### src/rtl/result_uart_tx.sv
// Serialises a captured 2x2 matrix-multiplier result as a 5-byte UART 8N1 frame:
// a header byte followed by the four zero-extended 5-bit elements c00, c01, c10, c11.
module result_uart_tx #(
  parameter int         CLKS_PER_BIT = 868,
  parameter logic [7:0] HEADER       = 8'hA5
) (
  input  logic        clk,
  input  logic        rst,
  input  logic        valid_in,
  input  logic [19:0] result_in,
  output logic        tx,
  output logic        busy,
  output logic        done,
  output logic        overrun
);

  localparam int               CNT_W     = (CLKS_PER_BIT > 1) ? $clog2(CLKS_PER_BIT) : 1;
  localparam logic [CNT_W-1:0] CNT_LAST  = CNT_W'(CLKS_PER_BIT - 1);
  localparam logic [2:0]       LAST_BYTE = 3'd4;
  localparam logic [2:0]       LAST_BIT  = 3'd7;

  typedef enum logic [1:0] {
    ST_IDLE  = 2'd0,
    ST_START = 2'd1,
    ST_DATA  = 2'd2,
    ST_STOP  = 2'd3
  } state_t;

  state_t           state_r, state_next_s;
  logic [CNT_W-1:0] baud_cnt_r, baud_cnt_next_s;
  logic [2:0]       bit_idx_r, bit_idx_next_s;
  logic [2:0]       byte_idx_r, byte_idx_next_s;
  logic [19:0]      hold_r, hold_next_s;
  logic             tx_r, tx_next_s;
  logic             busy_r, busy_next_s;
  logic             done_r, done_next_s;
  logic             overrun_r, overrun_next_s;
  logic             bit_end_s;
  logic [7:0]       tx_byte_s;

  function automatic logic [7:0] frame_byte(input logic [2:0] idx, input logic [19:0] res);
    logic [7:0] b;
    case (idx)
      3'd0:    b = HEADER;
      3'd1:    b = {3'b000, res[4:0]};
      3'd2:    b = {3'b000, res[9:5]};
      3'd3:    b = {3'b000, res[14:10]};
      3'd4:    b = {3'b000, res[19:15]};
      default: b = 8'hFF;
    endcase
    return b;
  endfunction

  assign bit_end_s = (baud_cnt_r == CNT_LAST);

  // Next-state, counters and next registered output values.
  always_comb begin
    state_next_s    = state_r;
    baud_cnt_next_s = baud_cnt_r;
    bit_idx_next_s  = bit_idx_r;
    byte_idx_next_s = byte_idx_r;
    hold_next_s     = hold_r;
    busy_next_s     = busy_r;
    done_next_s     = 1'b0;
    overrun_next_s  = overrun_r | (valid_in & busy_r);

    case (state_r)
      ST_IDLE: begin
        if (valid_in) begin
          hold_next_s     = result_in;
          byte_idx_next_s = 3'd0;
          bit_idx_next_s  = 3'd0;
          baud_cnt_next_s = '0;
          busy_next_s     = 1'b1;
          state_next_s    = ST_START;
        end else begin
          state_next_s    = ST_IDLE;
        end
      end
      ST_START: begin
        if (bit_end_s) begin
          baud_cnt_next_s = '0;
          bit_idx_next_s  = 3'd0;
          state_next_s    = ST_DATA;
        end else begin
          baud_cnt_next_s = baud_cnt_r + CNT_W'(1);
        end
      end
      ST_DATA: begin
        if (bit_end_s) begin
          baud_cnt_next_s = '0;
          if (bit_idx_r == LAST_BIT) begin
            state_next_s   = ST_STOP;
          end else begin
            bit_idx_next_s = bit_idx_r + 3'd1;
          end
        end else begin
          baud_cnt_next_s = baud_cnt_r + CNT_W'(1);
        end
      end
      ST_STOP: begin
        if (bit_end_s) begin
          baud_cnt_next_s = '0;
          if (byte_idx_r == LAST_BYTE) begin
            state_next_s    = ST_IDLE;
            busy_next_s     = 1'b0;
            done_next_s     = 1'b1;
          end else begin
            byte_idx_next_s = byte_idx_r + 3'd1;
            state_next_s    = ST_START;
          end
        end else begin
          baud_cnt_next_s = baud_cnt_r + CNT_W'(1);
        end
      end
      default: begin
        state_next_s = ST_IDLE;
        busy_next_s  = 1'b0;
      end
    endcase

    // The line level is derived from the upcoming state so tx stays registered.
    tx_byte_s = frame_byte(byte_idx_next_s, hold_next_s);
    case (state_next_s)
      ST_IDLE:  tx_next_s = 1'b1;
      ST_START: tx_next_s = 1'b0;
      ST_DATA:  tx_next_s = tx_byte_s[bit_idx_next_s];
      ST_STOP:  tx_next_s = 1'b1;
      default:  tx_next_s = 1'b1;
    endcase
  end

  // State and output registers with synchronous reset.
  always_ff @(posedge clk) begin
    if (rst) begin
      state_r    <= ST_IDLE;
      baud_cnt_r <= '0;
      bit_idx_r  <= 3'd0;
      byte_idx_r <= 3'd0;
      hold_r     <= 20'h00000;
      tx_r       <= 1'b1;
      busy_r     <= 1'b0;
      done_r     <= 1'b0;
      overrun_r  <= 1'b0;
    end else begin
      state_r    <= state_next_s;
      baud_cnt_r <= baud_cnt_next_s;
      bit_idx_r  <= bit_idx_next_s;
      byte_idx_r <= byte_idx_next_s;
      hold_r     <= hold_next_s;
      tx_r       <= tx_next_s;
      busy_r     <= busy_next_s;
      done_r     <= done_next_s;
      overrun_r  <= overrun_next_s;
    end
  end

  assign tx      = tx_r;
  assign busy    = busy_r;
  assign done    = done_r;
  assign overrun = overrun_r;

endmodule

### config.mk
export PLATFORM = sky130hd
export DESIGN_NAME = result_uart_tx
export DESIGN_NICKNAME = d
export VERILOG_FILES = /design/src/rtl/result_uart_tx.sv
export SDC_FILE = /design/constraint.sdc
export NUM_CORES = 1
export LEC_CHECK = 0
export ABC_CLOCK_PERIOD_IN_PS = 3500
export BUFFER_PORTS_ARGS = -buffer_cell sky130_fd_sc_hd__buf_2
export CORE_ASPECT_RATIO = 0.6
export CORE_MARGIN = 3
export CORE_UTILIZATION = 55
export DETAILED_ROUTE_END_ITERATION = 8
export PLACE_DENSITY = 0.76
export SYNTH_ARGS = -nofsm -noshare
export SYNTH_HDL_FRONTEND = slang
export SYNTH_SLANG_ARGS = --single-unit
### constraint.sdc
create_clock -name clk -period 3.5 [get_ports clk]
set_input_delay 0.175 -clock clk [delete_from_list [all_inputs] [get_ports clk]]
set_output_delay 0.175 -clock clk [all_outputs]
set_load 0.01 [all_outputs]
== After elaboration in Yosys (flattened, before gate mapping) ==
Cells that the tools add are included.
Cells by class
  muxes and demuxes: 30
  equality and inequality tests: 16
  add/sub/neg operators: 3
  bitwise logic cells: 4
  reduce and logical (&&, ||, !) cells: 8
  magnitude comparators: 1
Operator list (number)
  two-way mux 20 bit: 2
  case mux 8 bit (5 select lines): 1
  two-way mux 3 bit: 7
  two-way mux 10 bit: 2
  case mux 10 bit (2 select lines): 1
  adder 10 x 1 -> 10 bit (second input constant): 1
  equality test 10 bit (second input constant): 1
  equality test 3 bit (second input constant): 3
  case mux 3 bit (3 select lines): 1
  equality test 2 bit (second input constant): 4
  two-way mux 2 bit: 4
  case mux 2 bit (4 select lines): 1
  two-way mux 1 bit: 7
  adder 3 x 1 -> 3 bit (second input constant): 2
  equality test 3 x 2 -> 1 bit (second input constant): 2
  != test 2 bit (second input constant): 3
  case mux 3 bit (2 select lines): 1
  OR reduction 3 bit: 2
  equality test 2 x 1 -> 1 bit (second input constant): 2
  zero test 2 bit: 2
  less-than comparator 3 x 4 -> 1 bit (second input constant): 1
  AND reduction 4 bit: 1
  binary-select mux 1 bit (select 3 bit): 1
  equality test 3 x 1 -> 1 bit (second input constant): 1
  other kinds (8): 9
Word-level totals
  output and inout bits: 4
  register bits: 42
  logic and storage cells: 71

== Logic depth before layout (Yosys ltp) ==
Gate-level depths: netlist (run 1).
  depth after elaboration: 9
  depth in mapped cells: 16

== Worst setup path after synthesis (run 1) ==
Ideal clock, no wire load.
  kind: register to register
  from: register baud_cnt_r[0]
  to: register tx_r (netlist: tx)
  period minus slack after synthesis: 2.784 ns
  library setup time: 0.092 ns
  path buffers: 1
  stages on the path, launching flop included: 17
  data arrival time: 2.692 ns
  required time: 3.408 ns
  setup slack: 0.716 ns
  cell sequence: dfxtp_1 ha_1 nand4bb_4 or3_1 buf_6 a21o_1 a32oi_1 a21oi_1 a21oi_1 inv_1 ha_1 nor2_1 nor2_1 nor2_1 nor2_1 o2111ai_1 o32ai_1
On the way
  elaborated cells between the ends (all ways): 24
RTL lines
  start: declaration: RTL line 30  | logic [CNT_W-1:0] baud_cnt_r, baud_cnt_next_s;
  start signal: assignment: RTL line 147  | baud_cnt_r <= baud_cnt_next_s;
  equality test 10 bit (*): RTL line 54  | assign bit_end_s = (baud_cnt_r == CNT_LAST);
  two-way mux 2 bit (on tied branches): RTL line 102, 81, 90
  case mux 2 bit (4 select lines) (*): RTL line 67  | case (state_r)
  via state_next_s[0]: RTL line 29  | state_t state_r, state_next_s;
  equality test 2 bit or zero test 2 bit (tied branches): RTL line 124  | case (state_next_s)
  OR reduction 2 bit (no line)
  case mux 1 bit (3 select lines) (*): RTL line 124
  end signal: assignment: RTL line 151  | tx_r <= tx_next_s;
  end: declaration: RTL line 34  | logic tx_r, tx_next_s;
The timed path passes the listed nets; every way through them passes the cells marked *. The select of a mux whose other input is x is not followed.
A chain may end at the register's enable or synchronous reset.

== Worst setup path after layout (run 1) ==
Same ends and word-level chain as after synthesis.

==> key figures, run 1 <==
Logic synthesis
  • Avg Cell Area, Syn: 8.67 µm²
  • Syn nets: 296
  • Mux contribution to synthesized area: 11.8%
  • Number of synthesized flops with an enable pin: 0
  • XOR/XNOR Fraction of Synth Area: 2.71%
  • Post-synthesis adder-cell area fraction: 6.64%
  • Yosys cell types: 52
  • Largest family of logic cells by synthesized area: simple AND/OR/NAND/NOR gates
  • Post-synthesis sequential area ratio: 37.2%
  • Post-synth ARST share: 0%
  • Mapped Cells: 261
  • Simple-Gate Fraction of Synth Area: 22.7%
  • Top FF cell, synth: dfxtp_1
  • Syn. warnings: 0
  • Seq cells post-synth: 42
  • Syn Std Cell Area: 2260 µm²
  • Compound-Gate Fraction of Synth Area: 15.3%

Pwr
  • Clock power frac: 43.4%
  • Pwr dens: 417 nW/µm²
  • Leakage: 1.14 nW
  • Combinational Power Share: 9.7%
  • Flop pwr share: 46.9%
  • Overall power: 1.07 mW
  • Internal: 826 µW
  • Sw Ratio: 22.8%
  • Maximum VDD drop: 272 µV
  • P_sw: 244 µW

STA
  • Skew final: 0.00745 ns
  • Least-Margin Pin Slew: 0.681 ns
  • Min cycle time layout: 3.21 ns
  • Max Slew Vio Count: 0
  • Final TNS setup: 0 ns
  • Final period utilization: 91.7%
  • Slew HR: 54.2%
  • # setup viols final: 0
  • Max Freq: 312 MHz
  • Final-report hold violation count: 0
  • RSZ-0062 raised after global routing: false

Layout
  • Commonest non-fill, non-tap cells in the layout: 60 x nor2_1, 42 x dfxtp_1, 26 x buf_2
  • # fillers: 320
  • Synthesis-to-layout area growth: 13.4%
  • Final #Nets: 322
  • Ant. Diodes: 0
  • Util after Layout: 67.4%
  • Final instance area: 2560 µm²
  • Fraction of layout cells with a size suffix above 1: 16.7%
  • Commonest non-fill, non-tap cell in the layout: nor2_1

CTS
  • CTS tree: done
  • Cts bufs inserted: 5
  • Clock Root Buffer: clkbuf_8
  • Hold_buf cts: 0
  • PostCTS Resize Cnt: 0
  • Postcts setup bufs: 0
  • H-tree depth: 2
  • Clock network latency to the later pin of the worst-skew pair: 0.30 ns
  • # clock sinks: 42
  • Longest Clk Path Bufs: 2
  • CTS clock-pin slew for the worst setup and hold paths: 0.09 ns

Global routing
  • Met1 Usage GRT: 36.4%
  • All-Layer GR Usage: 22.5%
  • Initial antenna violation count: 0
  • Gr ovfl total: 0
  • Largest net degree at the start of global routing: 37
  • Vias in the first global route: 1775
  • GR Util met3: 6.07%
  • First-pass GRT wire length: 8710 µm
  • Most used routing layer: met1
  • Met2 GRT Util: 27.8%

Die
  • Ports: 27
  • Die area: 4940 µm²
  • Initial cell density of the core: 59.4%
  • # rows: 17
  • Chip Width: 88.8 µm
  • Die Height: 55.7 µm
  • Area of the core: 3810 µm²

Place
  • Post-DP HPWL: 3750 µm
  • Port Buffers: 26
  • Placed inst area: 2430 µm²
  • Gpl congestion: 0.918

Routing
  • DRT iter0 DRCs: 160
  • Vias: 1984
  • DR DRC count: 0
  • Routed wire length: 5150 µm
  • Avg WL per Cell: 15.4 µm
  • Post-route ant nets: 0
  • DRT Pass-1 Iters: 4
  • DR vias/cell: 5.92

Worst setup path
  • Arr. time, crit path: 3.43 ns
  • Worst path bufs/invs: 1
  • Crit path top cell by count: nor2_1
  • Critical Path Max Stage Delay: 0.51 ns
  • Critical path start-end classification: flop to flop
  • WP data required: 3.72 ns
  • Worst path cell trace: ha_1 > nand4bb_4 > or3_1 > a21o_1 > a32oi_1 > a21oi_1 > a21oi_1 > inv_1 > ha_1 > nor2_1 > nor2_1 > nor2_1 > nor2_1 > o2111ai_1 > o32ai_1
  • Worst setup EP type: flop
  • Top delay family on crit path: compound AO/OA/AOI/OAI gates
  • Worst setup SP type: flop
  • Worst-path maximum fanout: 8
  • Slowest CP cell: or3_1

Run
  • MaxCap Viol Count: 0

Run status
  • Outcome: finished clean

Worst hold path
  • Worst Hold Class: input pin to flop
kinds of logic (layout without fill, tap and decap cells):
| logic type | after synthesis | after routing |
|---|---|---|
| flops | 42 | 42 |
| xor+xnor | 7 | 7 |
| fa+ha+maj | 12 | 12 |
| buf+inv | 20 | 47 |
| compound gates | 47 | 47 |
| simple gates | 107 | 107 |
| mux | 26 | 26 |
metrics by stage:
step | std cells | setup slack (ns) | hold slack (ns)
after floorplan | 261 | 0.716 | 0.320
after global placement | 327 | 0.544 | 0.430
after detailed placement | 327 | 0.367 | 0.433
after CTS | 335 | 0.341 | 0.118
after global routing | 335 | 0.0729 | 0.152
final | 335 | 0.292 | 0.123
flip-flops by register name, indices dropped and copies added (netlist names):
name,cells
bit_idx_r,3
overrun,1
byte_idx_r,3
state_r,2
busy,1
tx,1
hold_r,20
done,1
baud_cnt_r,10
worst paths after layout:
kind                 startpoint          to  slack, ns  cells after the start
hold / removal    result_in[14]  hold_r[14]       0.12                      3
hold reg to reg         overrun     overrun       0.47                      2
setup reg to reg  baud_cnt_r[0]          tx       0.29                     15
setup / recovery  baud_cnt_r[0]          tx       0.29                     15
synthesized netlist by cell type, drive strengths merged (2+ instances only):
cell type,n,area [µm²]
a31oi,4,25.0
nor4,4,25.0
o221ai,3,26.3
a311o,2,20.0
nor3,4,20.0
o21bai,2,15.0
or2,2,12.5
nand2b,2,12.5
a21oi,10,50.1
nand4,4,25.0
and2,3,18.8
buf,4,23.8
a32oi,2,17.5
o21ai,7,35.0
nand3,3,15.0
mux2,5,56.3
nor2b,4,25.0
ha,12,150
a2111oi,2,23.8
nor2,60,225
xor2,5,43.8
xnor2,2,17.5
mux2i,21,210
inv,10,37.5
clkbuf,6,22.5
nand3b,2,15.0
and3,3,18.8
dfxtp,42,841
nand2,11,41.3
power by group through the flow:
stage / clock network, mW / logic, mW / registers, mW
floorplan: 0 / 0.0687 / 0.513
global placement: 0 / 0.100 / 0.513
detailed placement: 0 / 0.102 / 0.514
CTS: 0.472 / 0.103 / 0.502
global route: 0.494 / 0.116 / 0.504
finish: 0.464 / 0.104 / 0.502
worst register-to-register path: cells and delay by family, from the launching register on:
kind,cells,cell delay [ns]
AO/OA/AOI/OAI,6,1.06
buffers and inverters,1,0.08
adder cells (fa/ha/maj),2,0.62
AND/OR/NAND/NOR,6,0.98
flip-flops,1,0.39
final cells by class:
class                   instances  area, µm²  share of cell area, %
multi-input cells             199       1340                   52.1
inverters                      10       37.5                   1.46
clock inverters                 3       68.8                   2.68
repair buffers                 29        153                   5.95
well taps                      47       58.8                   2.29
flip-flops and latches         42        841                   32.8
clock buffers                   5       68.8                   2.68
per-layer routing:
layer / vias to the layer above / routed length, µm
met2: 72 / 1900
met5: - / 0
met4: 0 / 43
met3: 5 / 458
li1: 981 / -
met1: 926 / 2740
Note: power is estimated with default switching activity, not from simulation.
==> run 2, diff against run 1 <==
Settings changed: BUFFER_PORTS_ARGS -buffer_cell sky130_fd_sc_hd__buf_2 to -buffer_cell sky130_fd_sc_hd__buf_4.
==> run 2 against run 1 <==
  * Total power fell by 12%
  * First-iteration DRC count shrank 35%
  * Cell area up 0.88%
  * Highest routed layer unchanged
  * Largest power group unchanged
  * Clock-buffer cell count rose by 1
  * Clock skew shrank 0.0011 ns
  * Critical path depth is the same
  * Hold slack is essentially flat
  * Die area stayed put
==> key figures, run 2 (synthesis results as in run 1) <==
Run status
  • Outcome: finished clean

Worst setup path
  • Crit path top cell by count: nor2_1
  • Worst setup startpoint: baud_cnt_r[0]
  • R2r setup slk: 0.36 ns
  • FF-to-FF path depth: 15
  • Worst reg2reg startpoint: baud_cnt_r[0]
  • Worst setup SP type: flop
  • Worst setup EP type: flop
  • Critical Path Max Stage Delay: 0.50 ns
  • WP data required: 3.71 ns
  • Reg-to-reg endpoint: tx
  • Critical path start-end classification: flop to flop
  • Worst-path maximum fanout: 8
  • Worst setup path end: tx
  • Arr. time, crit path: 3.35 ns
  • Slowest CP cell: or3_1
  • Worst path cell trace: ha_1 > nand4bb_4 > or3_1 > a21o_1 > a32oi_1 > a21oi_1 > a21oi_1 > inv_1 > ha_1 > nor2_1 > nor2_1 > nor2_1 > nor2_1 > o2111ai_1 > o32ai_1

Die
  • # rows: 17
  • Die area: 4940 µm²
  • Chip Width: 88.8 µm
  • Area of the core: 3810 µm²
  • Die Height: 55.7 µm
  • Ports: 27
  • Initial cell density of the core: 59.4%

STA
  • # setup viols final: 0
  • Final worst-path setup slack: 0.359 ns
  • Skew final: 0.00639 ns
  • Final period utilization: 89.8%
  • Min cycle time layout: 3.14 ns
  • Max Freq: 318 MHz
  • Max Slew Vio Count: 0
  • Least-Margin Pin Slew: 0.549 ns
  • RSZ-0062 raised after global routing: false
  • Worst hold slack: 0.123 ns
  • Slew HR: 63.1%
  • Final-report hold violation count: 0
  • Final TNS setup: 0 ns

Global routing
  • First-pass GRT wire length: 8210 µm
  • Gr ovfl total: 0
  • All-Layer GR Usage: 21.7%
  • Initial antenna violation count: 0
  • Vias in the first global route: 1660
  • Largest net degree at the start of global routing: 37

CTS
  • # clock sinks: 42
  • Hold_buf cts: 0
  • Postcts setup bufs: 0
  • CTS tree: done
  • Clock Root Buffer: clkbuf_8
  • H-tree depth: 2
  • Cts bufs inserted: 5
  • CTS clock-pin slew for the worst setup and hold paths: 0.08 ns
  • Clock network latency to the later pin of the worst-skew pair: 0.30 ns
  • PostCTS Resize Cnt: 0
  • Longest Clk Path Bufs: 2

Pwr
  • Leakage: 1.14 nW
  • Overall power: 945 µW
  • Pwr dens: 365 nW/µm²
  • Maximum VDD drop: 191 µV

Routing
  • Vias: 1938
  • Routed wire length: 5010 µm
  • DR vias/cell: 5.79
  • Avg WL per Cell: 15.0 µm
  • DR DRC count: 0
  • Post-route ant nets: 0
  • DRT Pass-1 Iters: 4
  • DRT iter0 DRCs: 104

Worst hold path
  • Worst Hold Class: input pin to flop
  • Hold Path Depth: 3

Layout
  • Ant. Diodes: 0
  • Commonest non-fill, non-tap cells in the layout: 60 x nor2_1, 42 x dfxtp_1, 29 x buf_4
  • Synthesis-to-layout area growth: 14.4%
  • Final #Nets: 322
  • Largest reg by FF count: hold_r
  • Commonest non-fill, non-tap cell in the layout: nor2_1
  • Largest register FFs: 20
  • Final instance area: 2590 µm²
  • Biggest regs: hold_r: 20 flops, baud_cnt_r: 10 flops
  • # fillers: 324
  • Fraction of layout cells with a size suffix above 1: 16.7%

Place
  • Placed inst area: 2490 µm²
  • Port Buffers: 26
  • Post-DP HPWL: 3690 µm
  • Pre-CTS setup slack: 0.402 ns
  • Gpl congestion: 0.930

Run
  • MaxCap Viol Count: 0
[run 2: layer usage]
metal	up-vias	track usage, %	part of all wire (%)
li1	986	-	-
met1	876	35.5	55
met2	68	25.9	37
met3	8	5.92	6.6
met4	0	7.76	1.4
met5	-	0	0
[run 2: worst min-delay path by stage]
stage,startpoint,to,slack (ns)
global placement,result_in[14],hold_r[14],0.43
global route,result_in[11],hold_r[11],0.14
floorplan,valid_in,overrun,0.32
detailed placement,result_in[14],hold_r[14],0.44
finish,result_in[19],hold_r[19],0.12
CTS,result_in[14],hold_r[14],0.12
[run 2: layout make-up]
class | instances | area (µm²) | area share (%)
tap | 47 | 58.8 | 2.27
clock buffer | 6 | 82.6 | 3.19
sequential | 42 | 841 | 32.5
timing repair buffer | 29 | 218 | 8.41
clock inverter | 2 | 12.5 | 0.484
multi-input combinational | 199 | 1340 | 51.7
inverter | 10 | 37.5 | 1.45
[run 2: power breakdown]
part / total (mW) / leakage (nW) / internal, mW / switching, mW
sequential: 0.502 / 0.343 / 0.496 / 0.00673
combinational: 0.112 / 0.752 / 0.0523 / 0.0596
clock: 0.331 / 0.0472 / 0.159 / 0.173
total: 0.945 / 1.14 / 0.706 / 0.239
[run 2: critical path, delay by kind of cell (launching register included)]
| family | cells | cell delay, ns |
|---|---|---|
| AO/OA/AOI/OAI | 6 | 1.03 |
| adder cells (fa/ha/maj) | 2 | 0.60 |
| buffers and inverters | 1 | 0.08 |
| flip-flops | 1 | 0.39 |
| AND/OR/NAND/NOR | 6 | 0.94 |
[run 2: per-stage QoR]
stage / utilization (%) / instances
final: 68.0 / 335
after global routing: 68.0 / 335
after CTS: 68.0 / 335
after detailed placement: 65.5 / 327
after global placement: 65.5 / 327
after floorplan: - / 261
==> run 3, diff against run 2 <==
Settings changed: ABC_CLOCK_PERIOD_IN_PS 3500 to 3560, CORE_UTILIZATION 55 to 50, PLACE_DENSITY 0.76 to 0.7, SKIP_LAST_GASP from default to 1.
Clock period 3.5 ns to 3.56 ns, I/O delays scaled along.
==> run 3 against run 2 <==
  * Clock power grew 16%
  * Clock-buffer cell count shrank 1
  * Die area grew 9.1%
  * Critical path type unchanged
  * Highest routed layer unchanged
==> key figures, run 3 (synthesis results as in run 1) <==
Layout
  • Post-route non-filler standard cell count: 347
  • Commonest non-fill, non-tap cells in the layout: 60 x nor2_1, 42 x dfxtp_1, 28 x buf_4
  • # fillers: 384
  • Ant. Diodes: 0
  • Final #Nets: 321
  • Largest reg by FF count: hold_r
  • Biggest regs: hold_r: 20 flops, baud_cnt_r: 10 flops
  • Largest register FFs: 20
  • Commonest non-fill, non-tap cell in the layout: nor2_1
  • Synthesis-to-layout area growth: 15.5%
  • Fraction of layout cells with a size suffix above 1: 16.4%

Worst setup path
  • Worst setup SP type: flop
  • Arr. time, crit path: 3.40 ns
  • Worst reg2reg startpoint: baud_cnt_r[0]
  • FF-to-FF path depth: 15
  • Worst-path maximum fanout: 8
  • R2r setup slk: 0.37 ns
  • Critical path start-end classification: flop to flop
  • Reg-to-reg endpoint: tx
  • WP data required: 3.77 ns
  • Worst setup EP type: flop

Run
  • MaxCap Viol Count: 0

Routing
  • Routed wire length: 5200 µm
  • Post-route ant nets: 0
  • DR DRC count: 0
  • DRT iter0 DRCs: 149
  • Vias: 2000
  • Avg WL per Cell: 15.0 µm
  • DR vias/cell: 5.76
  • DRT Pass-1 Iters: 4

STA
  • Final-report hold violation count: 0
  • Min cycle time layout: 3.19 ns
  • Max Slew Vio Count: 0
  • Slew HR: 46.0%
  • Worst hold slack: 0.137 ns
  • Final period utilization: 89.7%
  • Skew final: 0.00747 ns
  • Final TNS setup: 0 ns
  • Least-Margin Pin Slew: 0.809 ns
  • RSZ-0062 raised after global routing: false
  • # setup viols final: 0
  • Max Freq: 313 MHz

Pwr
  • Maximum VDD drop: 254 µV
  • Leakage: 1.15 nW
  • Pwr dens: 378 nW/µm²

Worst hold path
  • Hold endpoint: hold_r[10]
  • Worst Hold Class: input pin to flop
  • Hold_sp: result_in[10]
  • Hold Path Depth: 3

CTS
  • Clock network latency to the later pin of the worst-skew pair: 0.29 ns
  • CTS tree: done
  • Longest Clk Path Bufs: 2
  • H-tree depth: 2
  • PostCTS Resize Cnt: 0
  • Cts bufs inserted: 5
  • # clock sinks: 42
  • Hold_buf cts: 0
  • Clock Root Buffer: clkbuf_8
  • CTS clock-pin slew for the worst setup and hold paths: 0.09 ns
  • Postcts setup bufs: 0

Die
  • Chip Width: 92.8 µm
  • Ports: 27
  • Die area: 5390 µm²
  • # rows: 18
  • Die Height: 58.1 µm
  • Area of the core: 4230 µm²
  • Initial cell density of the core: 53.4%

Global routing
  • Initial antenna violation count: 0
  • Largest net degree at the start of global routing: 37
  • Gr ovfl total: 0
  • First-pass GRT wire length: 8400 µm
  • Vias in the first global route: 1657
  • All-Layer GR Usage: 20.0%

Place
  • Post-DP HPWL: 3900 µm
  • Post-Place Cells: 339
  • Port Buffers: 26
  • Gpl congestion: 0.908

Run status
  • Outcome: finished clean
run 3: changes by cell type in the layout (fill, tap and decap cells not counted):
cell,before,now
buf_4,29,28
inv_6,0,1
bufinv_16,0,1
clkbuf_8,6,5
clkinvlp_4,1,0
run 3: final cells by class:
class	instances	area (µm²)	area share [%]
multi-input cells	199	1340	51.2
flip-flops and latches	42	841	32.2
clock inverters	3	43.8	1.68
well taps	60	75.1	2.87
inverters	10	37.5	1.44
clock buffers	5	68.8	2.63
repair buffers	28	210	8.04
run 3: worst max-delay path by stage:
stage          slack [ns]  endpoint  cells past startpoint          start
3_5_place_dp         0.41        tx                     15  baud_cnt_r[0]
2_1_floorplan        0.78        tx                     16  baud_cnt_r[0]
3_3_place_gp         0.59        tx                      8  baud_cnt_r[0]
6_report             0.37        tx                     15  baud_cnt_r[0]
4_1_cts              0.41        tx                     15  baud_cnt_r[0]
5_1_grt              0.12        tx                     15  baud_cnt_r[0]
run 3: stage by stage:
stage	area, µm²	setup WS (ns)	util [%]	power (mW)
finish	2610	0.365	61.7	0.987
detailed placement	2500	0.411	59.1	0.613
global placement	2500	0.591	59.1	0.610
global route	2610	0.122	61.7	1.03
CTS	2610	0.411	61.7	0.993
floorplan	2260	0.776	-	0.572
run 3: report_power, final:
part	internal (mW)	switching, mW	leakage (nW)
Clock	0.210	0.175	0.0585
Sequential	0.487	0.00728	0.343
Combinational	0.0504	0.0569	0.747
Total	0.748	0.239	1.15
run 3: critical path, stage by stage (launching register included):
cell and delay (ns):
dfxtp_1 0.39, ha_1 0.30, nand4bb_4 0.17, or3_1 0.52, a21o_1 0.23, a32oi_1 0.14, a21oi_1 0.09, a21oi_1 0.24
inv_1 0.08, ha_1 0.29, nor2_1 0.04, nor2_1 0.08, nor2_1 0.06, nor2_1 0.12, o2111ai_1 0.13, o32ai_1 0.24
run 3: per-layer routing:
layer	vias to the layer above	part of all wire, %	global-route usage (%)
met5	-	0	0
met4	0	0.69	3.55
met3	4	7.6	4.93
met2	78	38	24.7
met1	940	54	33.6
li1	978	-	-
